==> config.mk <==
export PLATFORM = sky130hd
export DESIGN_NAME = multicycle_control
export DESIGN_NICKNAME = d
export VERILOG_FILES = /design/src/rtl/multicycle_control.sv
export SDC_FILE = /design/constraint.sdc
export NUM_CORES = 1
export LEC_CHECK = 0
export CAP_MARGIN = 10
export CORE_MARGIN = 10
export CORE_UTILIZATION = 39
export CTS_BUF_LIST = sky130_fd_sc_hd__clkbuf_8
export CTS_CLUSTER_DIAMETER = 200
export DETAILED_ROUTE_END_ITERATION = 10
export PLACE_DENSITY = 0.85
export SLEW_MARGIN = 20
export SYNTH_ARGS = -nofsm -noshare
export SYNTH_HDL_FRONTEND = slang
export SYNTH_SLANG_ARGS = --single-unit
==> constraint.sdc <==
create_clock -name clk -period 1.9 [get_ports clk]
set_input_delay 0.19 -clock clk [delete_from_list [all_inputs] [get_ports clk]]
set_output_delay 0.19 -clock clk [all_outputs]
set_load 0.02 [all_outputs]
==> src/rtl/multicycle_control.sv <==
// Multi-cycle Moore sequencer for the MIPS core: one state register, outputs decoded from state.
// Optional MULTICYCLE_MEM_WAIT_EN stalls FETCH/MEMRD/MEMWR until mem_ready is high.
module multicycle_control (
    input  logic       clk,
    input  logic       reset,
    input  logic [5:0] opcode,
    input  logic       zero,
    input  logic       mem_ready,
    output logic       PCEn,
    output logic       IorD,
    output logic       MemRead,
    output logic       MemWrite,
    output logic       IRWrite,
    output logic       MemtoReg,
    output logic       RegDst,
    output logic       RegWrite,
    output logic       ALUSrcA,
    output logic [1:0] ALUSrcB,
    output logic [1:0] ALUOp,
    output logic [1:0] PCSource,
    output logic [3:0] state,
    output logic       illegal
);

    typedef enum logic [3:0] {
        FETCH   = 4'd0,
        DECODE  = 4'd1,
        MEMADR  = 4'd2,
        MEMRD   = 4'd3,
        MEMWB   = 4'd4,
        MEMWR   = 4'd5,
        EXEC    = 4'd6,
        RTYPEWB = 4'd7,
        BRANCH  = 4'd8,
        ADDIEX  = 4'd9,
        ADDIWB  = 4'd10,
        JUMP    = 4'd11
    } state_t;

    state_t state_reg;
    state_t decode_next;
    logic   ne_reg;
    logic   sw_reg;
    logic   mem_go;
    logic   opcode_legal;

`ifdef MULTICYCLE_MEM_WAIT_EN
    assign mem_go = mem_ready;
`else
    logic unused_mem_ready;
    assign unused_mem_ready = mem_ready;
    assign mem_go           = 1'b1;
`endif

    always_comb begin
        decode_next  = FETCH;
        opcode_legal = 1'b1;
        case (opcode)
            6'b000000:            decode_next = EXEC;
            6'b100011, 6'b101011: decode_next = MEMADR;
            6'b000100, 6'b000101: decode_next = BRANCH;
            6'b001000:            decode_next = ADDIEX;
            6'b000010:            decode_next = JUMP;
            default:              opcode_legal = 1'b0;
        endcase
    end

    always_ff @(posedge clk or posedge reset) begin
        if (reset) begin
            state_reg <= FETCH;
            ne_reg    <= 1'b0;
            sw_reg    <= 1'b0;
        end else begin
            case (state_reg)
                FETCH:   if (mem_go) state_reg <= DECODE;
                DECODE: begin
                    ne_reg    <= opcode[0];
                    sw_reg    <= opcode[3];
                    state_reg <= decode_next;
                end
                MEMADR:  state_reg <= sw_reg ? MEMWR : MEMRD;
                MEMRD:   if (mem_go) state_reg <= MEMWB;
                MEMWR:   if (mem_go) state_reg <= FETCH;
                EXEC:    state_reg <= RTYPEWB;
                BRANCH:  state_reg <= FETCH;
                ADDIEX:  state_reg <= ADDIWB;
                default: state_reg <= FETCH;
            endcase
        end
    end

    always_comb begin
        PCEn     = 1'b0;
        IorD     = 1'b0;
        MemRead  = 1'b0;
        MemWrite = 1'b0;
        IRWrite  = 1'b0;
        MemtoReg = 1'b0;
        RegDst   = 1'b0;
        RegWrite = 1'b0;
        ALUSrcA  = 1'b0;
        ALUSrcB  = 2'b00;
        ALUOp    = 2'b00;
        PCSource = 2'b00;
        illegal  = 1'b0;
        case (state_reg)
            FETCH: begin
                MemRead = 1'b1;
                IRWrite = mem_go;
                PCEn    = mem_go;
                ALUSrcB = 2'b01;
            end
            DECODE: begin
                ALUSrcB = 2'b11;
                illegal = ~opcode_legal;
            end
            MEMADR, ADDIEX: begin
                ALUSrcA = 1'b1;
                ALUSrcB = 2'b10;
            end
            MEMRD: begin
                MemRead = 1'b1;
                IorD    = 1'b1;
            end
            MEMWB: begin
                MemtoReg = 1'b1;
                RegWrite = 1'b1;
            end
            MEMWR: begin
                MemWrite = 1'b1;
                IorD     = 1'b1;
            end
            EXEC: begin
                ALUSrcA = 1'b1;
                ALUOp   = 2'b10;
            end
            RTYPEWB: begin
                RegDst   = 1'b1;
                RegWrite = 1'b1;
            end
            BRANCH: begin
                ALUSrcA  = 1'b1;
                ALUOp    = 2'b01;
                PCSource = 2'b01;
                PCEn     = zero ^ ne_reg;
            end
            ADDIWB:  RegWrite = 1'b1;
            JUMP: begin
                PCSource = 2'b10;
                PCEn     = 1'b1;
            end
            default: ;
        endcase
        // While reset is held no write enable may fire, even though state already reads FETCH.
        if (reset) begin
            PCEn     = 1'b0;
            IRWrite  = 1'b0;
            MemWrite = 1'b0;
            RegWrite = 1'b0;
        end
    end

    assign state = state_reg;

endmodule

==> results.md, run 1 <==
* Run status: completed
* Die Wd at approximately 57 um
* Mux share of post-synthesis cell area at 0.0411
* Max clock buf depth at 2
* Primary FF master, synth: dfrtp_1
* Vias per inst at 5.56
* Area Growth Syn to Fin at 90.4%
* Max_cap viols at 0
* Synth top area cells: dfrtp_1, xnor2_1, nor3_1
* FMAX at between 0.5 and 0.6 GHz
* Share of the synthesized area in the top cell type at 0.274
* Post-route ant nets at 0
* Synthesized net count at just under 80
* Gpl congestion at roughly 0.86
* Final hold viol count at 0
* Hold Crit Class: in -> async
* CTS H-tree lvls at 1
* Initial antenna violation count at 0
* Initial core utilization at 0.416
* Total power at between 1 and 1.5 mW
* Synth unique cells at 33
* Cells after Synth at between 60 and 70
* Synth Register Bits at 6
* TritonRoute pass-1 iters at 4
* Post-Synth XOR/XNOR Area at 0.0479
* Req. time, crit path at about 1.7 ns
* Clk_lat worst skew at 0.22 ns
* Setup CP Type: reg -> out
* Final-layout fill cell count at 105
* VDD IR max at ~0.0006 V
* Total congestion overflow at 0
* # diodes at 0
* Core Util, Final at 0.792
* Wire per inst at 15.6 um
* CTS Buf Count at 3
* Register Area at between 150 and 200 um2
* Vias in the first global route at around 780
* PD cells at around 1300 mW/mm2
* Adder-cell share of the synthesized area at 0
* Final period util at 0.956
* Area of the multi-input gates at between 300 and 400 um2
* Final wirelength at about 2000 um
* # hold bufs at CTS at 0
* Clock skew at about 0.0024 ns
* Minimum clock period after layout at 1.82 ns
* Async SR Flop Fraction at 1.00
* Setup violators final at 0
* Via count at 728
* Root Driver: clkbuf_8
* Cell taking the most area after synthesis: dfrtp_1
* First-pass GRT wire length at between 3000 and 4000 um
* IO Pins at 30
* Fraction of layout cells with a size suffix above 1 at 0.371
* Mean area per synthesized cell at 8.18 um2
* Actual slew at the worst max-slew pin at 0.336 ns
* DRT iter0 DRCs at 21
* Largest net degree at the start of global routing at 9
* Core area at approximately 0.0013 mm2
* TritonCTS clock tree: built
* GRT Total Usage at 0.119
* Relative slew slack at 0.773
* Reg clk slew, reported paths at 0.04 ns
* Post-synth EDFFs at 0
* Die Span Y at around 57 um
* Post-synthesis compound-gate area fraction at 0.221
* CP max FO at 7
* Syn Std Cell Area at 548 um2
* Leak Pwr at 0.506 nW
* Worst Path Arrival at 1.63 ns
* Clk sink count at 6
* Hpwl dp at around 1700 um
* Die ar. at 0.00330 mm2
* Largest family of logic cells by synthesized area: simple AND/OR/NAND/NOR gates
* DRC viols at 0
* Number of flip-flops in the largest register at 4
* Ys Warns at 0
* Unrepaired setup endpoints after global routing: no
* Post-Synth Simple-Gate Area at 0.368
* Seq/Total Area, Yosys at 0.274
* Port-buffer cells at 28
* CP endpoint kind: output port
* FP Rows at 13
* Layout Nets at about 130
* Crit path launch type: flop
* Final slew viol count at 0
synth_stat cells, types with 2 or more instances:
cell      number
nand2b_1       3
nand2_1        3
dfrtp_1        6
xnor2_1        3
nor4b_1        2
a211oi_1       3
or3b_2         2
clkbuf_1       5
a21oi_1        2
o21ai_0        2
nor3_1         5
or3_1          2
mux2_2         2
nor4bb_1       2
nor2_1         6
inv_1          2
final timing paths:
path	start	slack [ns]	end	depth (start not counted)
max reg2reg	state[1]$_DFF_PP0_	0.44	ne_reg$_DFFE_PP0P_	4
min reg2reg	sw_reg$_DFFE_PP0P_	0.56	sw_reg$_DFFE_PP0P_	1
max	state[0]$_DFF_PP0_	0.08	ALUSrcB[1]	3
min	reset	0.39	state[0]$_DFF_PP0_	3
max in group asynchronous	reset	1.39	state[0]$_DFF_PP0_	3
min in group clk	opcode[3]	0.40	sw_reg$_DFFE_PP0P_	2
cell usage in the layout, fill, tap and decap left out, types with 2 or more instances in the layout:
cell             count
nand2b_1             3
buf_4               23
dfrtp_1              5
xnor2_1              3
nor3_1               4
nor2_1               6
or3b_2               2
dlygate4sd2_1        9
clkbuf_8             3
buf_2                3
o21ai_0              2
or3_1                2
clkdlybuf4s50_1      9
a211oi_1             2
inv_1                2
mux2_2               2
nand2_1              3
clkbuf_2             2
dlymetal6s2s_1       4
per-stage QoR:
stage               std cells  worst slack (ns)  TNS, ns  hold slack [ns]  instance area (um2)
global route              131           0.00588        0            0.400                 1040
detailed placement        128            -0.269   -0.677            0.549                 1010
global placement          128            -0.251   -0.543            0.536                 1010
CTS                       131           0.00523        0            0.388                 1050
finish                    131            0.0836        0            0.389                 1040
floorplan                  67           -0.0108  -0.0109          -0.0107                  553
where the power goes:
part           total [mW]  internal [mW]  leakage [nW]  switching, mW
combinational       0.884          0.436         0.410          0.449
sequential          0.230          0.177        0.0753         0.0529
clock               0.190          0.136        0.0216         0.0542
routing by layer:
| metal | vias to the layer above | wire (um) | GRT usage |
|---|---|---|---|
| met5 | - | 0 | 0 |
| met4 | 0 | 10 | 0.0470 |
| met3 | 2 | 189 | 0.0619 |
| met2 | 34 | 1000 | 0.219 |
| li1 | 352 | - | - |
| met1 | 340 | 840 | 0.107 |
cell families (layout without fill, tap and decap cells):
kind of cell              count (synthesis)  in the layout
AOI/OAI and AO/OA                        16             16
xor gates and xnor gates                  3              3
buffers and inverters                     7             56
DFF                                       6              6
muxes                                     2              2
and+or+nand+nor                          33             33
critical path: stages (launching register included):
cell,delay [ns]
dfrtp_2,0.43
or3b_2,0.51
a21oi_1,0.15
clkdlybuf4s15_1,0.31
area by class of cell:
cell class	count	share of cell area
clock buffer	3	0.0396
inverter	2	0.00719
multi-input combinational	54	0.381
sequential	6	0.145
tap	15	0.0180
timing repair buffer	51	0.409
repair_timing:
action / 4_1_cts / 5_1_grt
pin swaps: 0 / 1
setup endpoints to repair: 15 / 6
buffers inserted: 0 / 0
gates resized for setup: 23 / 17
(Power assumes the default switching activity.)
==> inputs of run 2 (changes only) <==
--- a/config.mk
+++ b/config.mk
@@ -11,6 +11,7 @@
 export CTS_BUF_LIST = sky130_fd_sc_hd__clkbuf_8
 export CTS_CLUSTER_DIAMETER = 200
 export DETAILED_ROUTE_END_ITERATION = 10
+export HOLD_SLACK_MARGIN = 0.08
 export PLACE_DENSITY = 0.85
 export SLEW_MARGIN = 20
 export SYNTH_ARGS = -nofsm -noshare
==> results of run 2 <==
No change in the layout: final DEF, timing and power equal those of run 1.
